File: src/rtl/game_event_decoder_if.sv
// Signal bundle between the game core (master) and the event decoder (slave).
// The master drives the game inputs; the slave drives the decoded events, state and tone.
interface game_event_decoder_if;
    logic [1:0]  status;
    logic [15:0] score;
    logic [15:0] bird_y;
    logic [31:0] pipe1;
    logic [31:0] pipe2;
    logic [31:0] pipe3;
    logic [31:0] coin;

    logic [1:0]  game_state;
    logic        score_pulse;
    logic        coin_pulse;
    logic        wrap_pulse;
    logic        over_pulse;
    logic [15:0] high_score;
    logic [1:0]  tone;
    logic        tone_active;
    logic        bird_rising;

    modport master (
        output status, score, bird_y, pipe1, pipe2, pipe3, coin,
        input  game_state, score_pulse, coin_pulse, wrap_pulse, over_pulse,
               high_score, tone, tone_active, bird_rising
    );

    modport slave (
        input  status, score, bird_y, pipe1, pipe2, pipe3, coin,
        output game_state, score_pulse, coin_pulse, wrap_pulse, over_pulse,
               high_score, tone, tone_active, bird_rising
    );
endinterface

File: src/rtl/game_event_decoder.sv
// Turns per-tick game snapshots into game state, one-tick event strobes and a buzzer tone.
// Every output is registered and follows the causing input sample by exactly one tick.
//
// state   | meaning
// --------+---------------------------------------------------------------
// IDLE    | waiting for a running status and moving pipes
// RUN     | game in progress; events decoded, pipe1 stall monitored
// OVER    | pipe1 stalled for STALL_TICKS samples; held until restart
module game_event_decoder #(
    parameter int OVER_TICKS  = 10,
    parameter int COIN_TICKS  = 3,
    parameter int STALL_TICKS = 2
) (
    input  logic                  clk_100ms,
    input  logic                  rst,
    game_event_decoder_if.slave   bus
);

    localparam int BUZ_MAX = (OVER_TICKS > COIN_TICKS) ? OVER_TICKS : COIN_TICKS;
    localparam int BW      = $clog2(BUZ_MAX + 1);
    localparam int SW      = $clog2(STALL_TICKS + 1);

    typedef enum logic [1:0] {
        ST_IDLE = 2'd0,
        ST_RUN  = 2'd1,
        ST_OVER = 2'd2
    } state_t;

    state_t      state;
    logic [SW-1:0] stall_cnt;
    logic [BW-1:0] buz_cnt;

    logic [15:0] prev_score;
    logic        prev_coin_v;
    logic [9:0]  prev_x1;
    logic [9:0]  prev_x2;
    logic [9:0]  prev_x3;

    logic [9:0]  x1;
    logic [9:0]  x2;
    logic [9:0]  x3;
    logic        restart;
    logic        in_run;
    logic        x1_same;
    logic        ev_over;
    logic        ev_score;
    logic        ev_coin;
    logic        ev_wrap;
    logic [1:0]  ev_tone;
    logic [BW-1:0] ev_len;
    logic        tone_load;

    assign x1 = bus.pipe1[19:10];
    assign x2 = bus.pipe2[19:10];
    assign x3 = bus.pipe3[19:10];

    assign restart  = (bus.status == 2'd1) || (bus.status == 2'd2);
    assign in_run   = (state == ST_RUN);
    assign x1_same  = (x1 == prev_x1);

    // A restart request wins over a stall in the same tick, so no over event then.
    assign ev_over  = in_run && !restart && x1_same && ((int'(stall_cnt) + 1) >= STALL_TICKS);
    assign ev_score = in_run && (bus.score > prev_score);
    assign ev_coin  = in_run && !bus.coin[31] && prev_coin_v;
    assign ev_wrap  = in_run && ((x1 > prev_x1) || (x2 > prev_x2) || (x3 > prev_x3));

    always_comb begin
        ev_tone = 2'd0;
        ev_len  = '0;
        if (ev_over) begin
            ev_tone = 2'd3;
            ev_len  = BW'(OVER_TICKS);
        end else if (ev_coin) begin
            ev_tone = 2'd2;
            ev_len  = BW'(COIN_TICKS);
        end else if (ev_score) begin
            ev_tone = 2'd1;
            ev_len  = BW'(1);
        end
    end

    // Tone code doubles as priority, so equal-or-higher comparison covers retrigger too.
    assign tone_load = (ev_tone != 2'd0) && (ev_tone >= bus.tone);

    assign bus.game_state = state;

    always_ff @(posedge clk_100ms or negedge rst) begin
        if (!rst) begin
            state           <= ST_IDLE;
            stall_cnt       <= '0;
            buz_cnt         <= '0;
            prev_score      <= '0;
            prev_coin_v     <= 1'b0;
            prev_x1         <= '0;
            prev_x2         <= '0;
            prev_x3         <= '0;
            bus.score_pulse <= 1'b0;
            bus.coin_pulse  <= 1'b0;
            bus.wrap_pulse  <= 1'b0;
            bus.over_pulse  <= 1'b0;
            bus.high_score  <= '0;
            bus.tone        <= 2'd0;
            bus.tone_active <= 1'b0;
            bus.bird_rising <= 1'b0;
        end else begin
            prev_score      <= bus.score;
            prev_coin_v     <= bus.coin[31];
            prev_x1         <= x1;
            prev_x2         <= x2;
            prev_x3         <= x3;
            bus.bird_rising <= bus.bird_y[15];

            bus.score_pulse <= ev_score;
            bus.coin_pulse  <= ev_coin;
            bus.wrap_pulse  <= ev_wrap;
            bus.over_pulse  <= ev_over;

            if (ev_over && (bus.score > bus.high_score)) begin
                bus.high_score <= bus.score;
            end

            if (restart) begin
                state     <= ST_IDLE;
                stall_cnt <= '0;
            end else begin
                case (state)
                    ST_IDLE: begin
                        stall_cnt <= '0;
                        if (!x1_same) begin
                            state <= ST_RUN;
                        end
                    end
                    ST_RUN: begin
                        if (ev_over) begin
                            state     <= ST_OVER;
                            stall_cnt <= '0;
                        end else if (x1_same) begin
                            stall_cnt <= stall_cnt + 1'b1;
                        end else begin
                            stall_cnt <= '0;
                        end
                    end
                    ST_OVER: begin
                        stall_cnt <= '0;
                    end
                    default: begin
                        state     <= ST_IDLE;
                        stall_cnt <= '0;
                    end
                endcase
            end

            if (tone_load) begin
                bus.tone        <= ev_tone;
                buz_cnt         <= ev_len;
                bus.tone_active <= 1'b1;
            end else if (buz_cnt > BW'(1)) begin
                buz_cnt <= buz_cnt - 1'b1;
            end else begin
                buz_cnt         <= '0;
                bus.tone        <= 2'd0;
                bus.tone_active <= 1'b0;
            end
        end
    end

    logic unused_bits;
    assign unused_bits = &{1'b0, bus.bird_y[14:0],
                           bus.pipe1[31:20], bus.pipe1[9:0],
                           bus.pipe2[31:20], bus.pipe2[9:0],
                           bus.pipe3[31:20], bus.pipe3[9:0],
                           bus.coin[30:0]};

endmodule

File: src/flat_wrapper.sv
// flat-port wrapper written by rule: the top's interface ports become plain ports
module game_event_decoder_flat 
#(
    parameter int OVER_TICKS  = 10,
    parameter int COIN_TICKS  = 3,
    parameter int STALL_TICKS = 2
)
  (clk_100ms, rst, bus_status, bus_score, bus_bird_y, bus_pipe1, bus_pipe2, bus_pipe3, bus_coin, bus_game_state, bus_score_pulse, bus_coin_pulse, bus_wrap_pulse, bus_over_pulse, bus_high_score, bus_tone, bus_tone_active, bus_bird_rising);
  game_event_decoder_if bus_i ();
  input  logic clk_100ms;
  input  logic rst;
  input wire logic [$bits(bus_i.status)-1:0] bus_status;
  input wire logic [$bits(bus_i.score)-1:0] bus_score;
  input wire logic [$bits(bus_i.bird_y)-1:0] bus_bird_y;
  input wire logic [$bits(bus_i.pipe1)-1:0] bus_pipe1;
  input wire logic [$bits(bus_i.pipe2)-1:0] bus_pipe2;
  input wire logic [$bits(bus_i.pipe3)-1:0] bus_pipe3;
  input wire logic [$bits(bus_i.coin)-1:0] bus_coin;
  output wire logic [$bits(bus_i.game_state)-1:0] bus_game_state;
  output wire logic [$bits(bus_i.score_pulse)-1:0] bus_score_pulse;
  output wire logic [$bits(bus_i.coin_pulse)-1:0] bus_coin_pulse;
  output wire logic [$bits(bus_i.wrap_pulse)-1:0] bus_wrap_pulse;
  output wire logic [$bits(bus_i.over_pulse)-1:0] bus_over_pulse;
  output wire logic [$bits(bus_i.high_score)-1:0] bus_high_score;
  output wire logic [$bits(bus_i.tone)-1:0] bus_tone;
  output wire logic [$bits(bus_i.tone_active)-1:0] bus_tone_active;
  output wire logic [$bits(bus_i.bird_rising)-1:0] bus_bird_rising;
  assign bus_i.status = bus_status;
  assign bus_i.score = bus_score;
  assign bus_i.bird_y = bus_bird_y;
  assign bus_i.pipe1 = bus_pipe1;
  assign bus_i.pipe2 = bus_pipe2;
  assign bus_i.pipe3 = bus_pipe3;
  assign bus_i.coin = bus_coin;
  assign bus_game_state = bus_i.game_state;
  assign bus_score_pulse = bus_i.score_pulse;
  assign bus_coin_pulse = bus_i.coin_pulse;
  assign bus_wrap_pulse = bus_i.wrap_pulse;
  assign bus_over_pulse = bus_i.over_pulse;
  assign bus_high_score = bus_i.high_score;
  assign bus_tone = bus_i.tone;
  assign bus_tone_active = bus_i.tone_active;
  assign bus_bird_rising = bus_i.bird_rising;
  game_event_decoder #(.OVER_TICKS(OVER_TICKS), .COIN_TICKS(COIN_TICKS), .STALL_TICKS(STALL_TICKS)) u_core (.clk_100ms(clk_100ms), .rst(rst), .bus(bus_i));
endmodule
File: config.mk
export PLATFORM = sky130hd
export DESIGN_NAME = game_event_decoder_flat
export DESIGN_NICKNAME = d
export VERILOG_FILES = /design/src/rtl/game_event_decoder_if.sv /design/src/rtl/game_event_decoder.sv /design/src/flat_wrapper.sv
export SDC_FILE = /design/constraint.sdc
export NUM_CORES = 1
export LEC_CHECK = 0
export CAP_MARGIN = 15
export CORE_MARGIN = 4
export CORE_UTILIZATION = 37
export DETAILED_ROUTE_END_ITERATION = 6
export GPL_TIMING_DRIVEN = 0
export PLACE_DENSITY_LB_ADDON = 0.2
export SLEW_MARGIN = 0
export SYNTH_ARGS = -nofsm -noshare
export SYNTH_HDL_FRONTEND = slang
export SYNTH_SLANG_ARGS = --single-unit
export TNS_END_PERCENT = 20
File: constraint.sdc
create_clock -name clk_100ms -period 2.7 [get_ports clk_100ms]
set_input_delay 0.54 -clock clk_100ms [delete_from_list [all_inputs] [get_ports clk_100ms]]
set_output_delay 0.54 -clock clk_100ms [all_outputs]
set_load 0.005 [all_outputs]
==> results.yml <==
power:
  powerDensity_nw_per_um2: 580
  power_frac_comb_pct: 23.3
  peakVddDrop_mv: 0.294
  p_sw_w: 0.000916
  leakage_nw: 2.71
  seq_power_share_pct: 40.3
  p_int_w: 0.00240
  power_frac_clock_pct: 36.4
  swShare_pct: 27.6
finish:
  drive_gt1_share_pct: 16.2
  diodes: 0
  synthToLayoutAreaGrowth_pct: 35.1
  fin_nets: 715
logic_synthesis:
  synthAdderAreaFrac_pct: 19.8
  synth_simple_gate_area_share_pct: 8.84
  synth_compound_area_share_pct: 12.1
  syn_area_um2: 4230
  synthesis.nets: 616
  synth_cells: 385
  synth.area.mux_share_pct: 5.38
  avgSynthCellArea_um2: 11.0
  synth_top_family_by_area: "adder cells"
  yosysWarningCount: 0
  synthXorXnorAreaFrac_pct: 0.207
  yosys.cell_types.count: 41
  synth_seq_area_share_pct: 46.7
  synth_flop_cell: "dfrtp_1"
  ys_ff_latch: 79
  synthArstFlopShare_pct: 100
  synth_edf_count: 0
global_route:
  globalRouteOverflowTotal: 0
  grt_max_degree: 42
  antenna_found_initial: 0
  track_usage_pct: 15.2
  grt_pass1_vias: 3369
  grt_pass1_wl_um: 15900
clock_tree:
  numCtsBuffers: 9
  cts-root-buf: "clkbuf_16"
  clockBufferDepth: 2
  worst_setup_hold_path_clk_slew_ps: 60
  cts_sinks: 79
  cts_tree: "built"
  clk_latency_ps: 330
  h-tree-depth: 3
critical_path:
  crit_path_cell_trace: "clkdlybuf4s50_1, ha_1, and4_4, nand4_1, nor2_2, a31oi_2, ha_1, nand2b_4, a21o_4, a221oi_2, o31ai_1"
  critPathLaunchType: "input pin"
  reg2reg_to: "u_core.buz_cnt[3]"
  path_buf_inv: 1
  rr_worst_depth: 13
  r2r-start: "u_core.prev_score[14]"
  endpoint: "u_core.buz_cnt[3]"
  cp_max_fo: 7
  cp_slowest_cell: "clkdlybuf4s50_1"
  worst_path_most_repeated_cell: "ha_1"
  timing.critical_path.to_type: "flip-flop"
  cp.depth: 11
  critical-path-top-delay-family: "simple AND/OR/NAND/NOR gates"
  reg2reg_setup_slack_ps: -120
  worstPathRequired_ps: 2910
  cp.arrival_ps: 3040
  crit_type: "in2reg"
  critPathMaxStageDelay_ps: 450
  worstSetupStartpoint: "bus_pipe1[17]"
placed_design:
  place_ws_ps: -1040
  gp_congestion: 0.772
  portBuffers: 77
  hpwlAfterDp_um: 7030
timing:
  worst_pin_slew_ps: 543
  max_freq_mhz: 354
  hold_viol_final: 0
  setup_viol: 4
  fin_skew_ps: 7.37
  drv_slew: 0
  setup-tns-final_ps: -241
  max-slew-margin-rel_pct: 62.9
  rsz0062_at_grt: "yes"
  fin_ws_ps: -128
  finalCritPeriodShare_pct: 105
  fin_crit_ps: 2830
die:
  row_count: 38
  die_w_um: 115
  initial_core_util_pct: 38.4
  die_h_um: 115
  die-area_um2: 13200
  boundaryPins: 190
  core_um2: 11000
run_status:
  violations: "setup timing"
  outcome: "complete, but fails checks"
route:
  drtAntennaViolNets: 0
  first_iter_violations: 70
  routedWlPerCell_um: 14.9
  drt-vias-per-instance: 4.99
  vias: 3138
  dr.pass1.iters: 4
  drc_errors: 0
  wirelength_um: 9370
job:
  cap_violations: 0
min_path:
  hold_path.class: "in2async"
## cells by family (layout without fill, tap and decap cells)
family | Yosys count | count (layout)
compound gates | 76 | 76
flops | 79 | 79
fa+ha+maj | 67 | 67
simple gates | 69 | 69
xor+xnor | 1 | 1
buf+inv | 76 | 180
mux | 17 | 17
## worst min path at each step
stage / endpoint / slack (ps) / cells past startpoint
5_1_grt: u_core.prev_x2[9] / 230 / 1
4_1_cts: u_core.prev_x2[8] / 210 / 1
3_3_place_gp: u_core.stall_cnt[0] / 410 / 1
2_1_floorplan: u_core.bus.bird_rising / 240 / 0
3_5_place_dp: u_core.stall_cnt[0] / 420 / 1
6_report: u_core.prev_x2[9] / 180 / 1
## registers in the layout (all words and copies together), names as in the netlist, 2 cells and up
name and flops:
u_core.stall_cnt 2, u_core.bus.game_state 2, u_core.prev_x1 10, u_core.bus.high_score 16
u_core.prev_x2 10, u_core.prev_x3 10, u_core.prev_score 16, u_core.buz_cnt 4
u_core.bus.tone 2
## synthesized netlist by cell type (3+ instances only)
master	number	share of area (%)
o21ai_0	15	1.8
ha_1	67	20
dfrtp_1	79	47
nor3_1	5	0.59
o221ai_1	3	0.62
nand4_1	9	1.3
and4_1	5	1.0
mux2_2	6	1.6
nand3_1	6	0.71
nor2_1	16	1.4
inv_1	75	6.7
nand2_1	14	1.2
nor2b_1	4	0.59
nand2b_1	3	0.44
a21oi_1	25	3.0
mux2_4	10	3.5
o211ai_1	7	1.2
a21o_1	9	1.6
## final cells by class
cell class	instances	area, µm²
Timing Repair Buffer	88	822
Tap cell	140	175
Multi-Input combinational cell	230	2150
Inverter	75	282
Fill cell	998	5310
Clock inverter	4	45.0
Sequential cell	79	1980
Buffer	1	20.0
Clock buffer	12	246
## per-stage QoR
step,utilization (%),instance area [µm²],power [W],hold WS (ps),std cells
finish,51.8,5720,0.00332,181,629
global route,51.8,5720,0.00352,230,629
CTS,51.1,5640,0.00334,209,625
detailed placement,47.8,5270,0.00208,424,603
global placement,47.6,5250,0.00205,412,602
floorplan,-,4300,0.00178,244,385
## layer usage
metal | share of wire [%] | track usage, % | up-vias
met5 | 0 | 0 | -
met3 | 4.2 | 2.89 | 13
met4 | 1.9 | 6.10 | 0
li1 | - | - | 1541
met1 | 49 | 20.8 | 1516
met2 | 45 | 23.9 | 68
## layout by cell type, fill, tap and decap left out, types with 3 or more instances in the layout
master           netlist  routed
dfrtp_1               79      79
inv_1                 75      74
clkdlybuf4s50_1        0      61
ha_1                  67      60
a21oi_1               25      22
nor2_1                16      15
o21ai_0               15      13
nand2_1               14      13
buf_4                  0      11
mux2_4                10      10
nand4_1                9       9
clkbuf_16              0       9
a21o_1                 9       8
buf_2                  0       8
o211ai_1               7       7
ha_4                   0       7
dlygate4sd2_1          0       7
mux2_2                 6       6
nand3_1                6       5
nor3_1                 5       4
nor2b_1                4       4
o221ai_1               3       3
and4_1                 5       3
clkinv_2               0       3
## what timing repair did
item,4_1_cts,5_1_grt
pin swaps,12,10
setup buffers,6,4
hold buffers,0,0
gates resized for setup,52,10
setup endpoints to repair,17,17
## power by group through the flow
stage,sequential (W),clock (W),combinational (W)
floorplan,0.00135,0,0.000435
global placement,0.00136,0,0.000694
detailed placement,0.00136,0,0.000724
CTS,0.00134,0.00124,0.000765
global route,0.00135,0.00129,0.000882
finish,0.00134,0.00121,0.000772
Power figures use the tool's default switching activity.
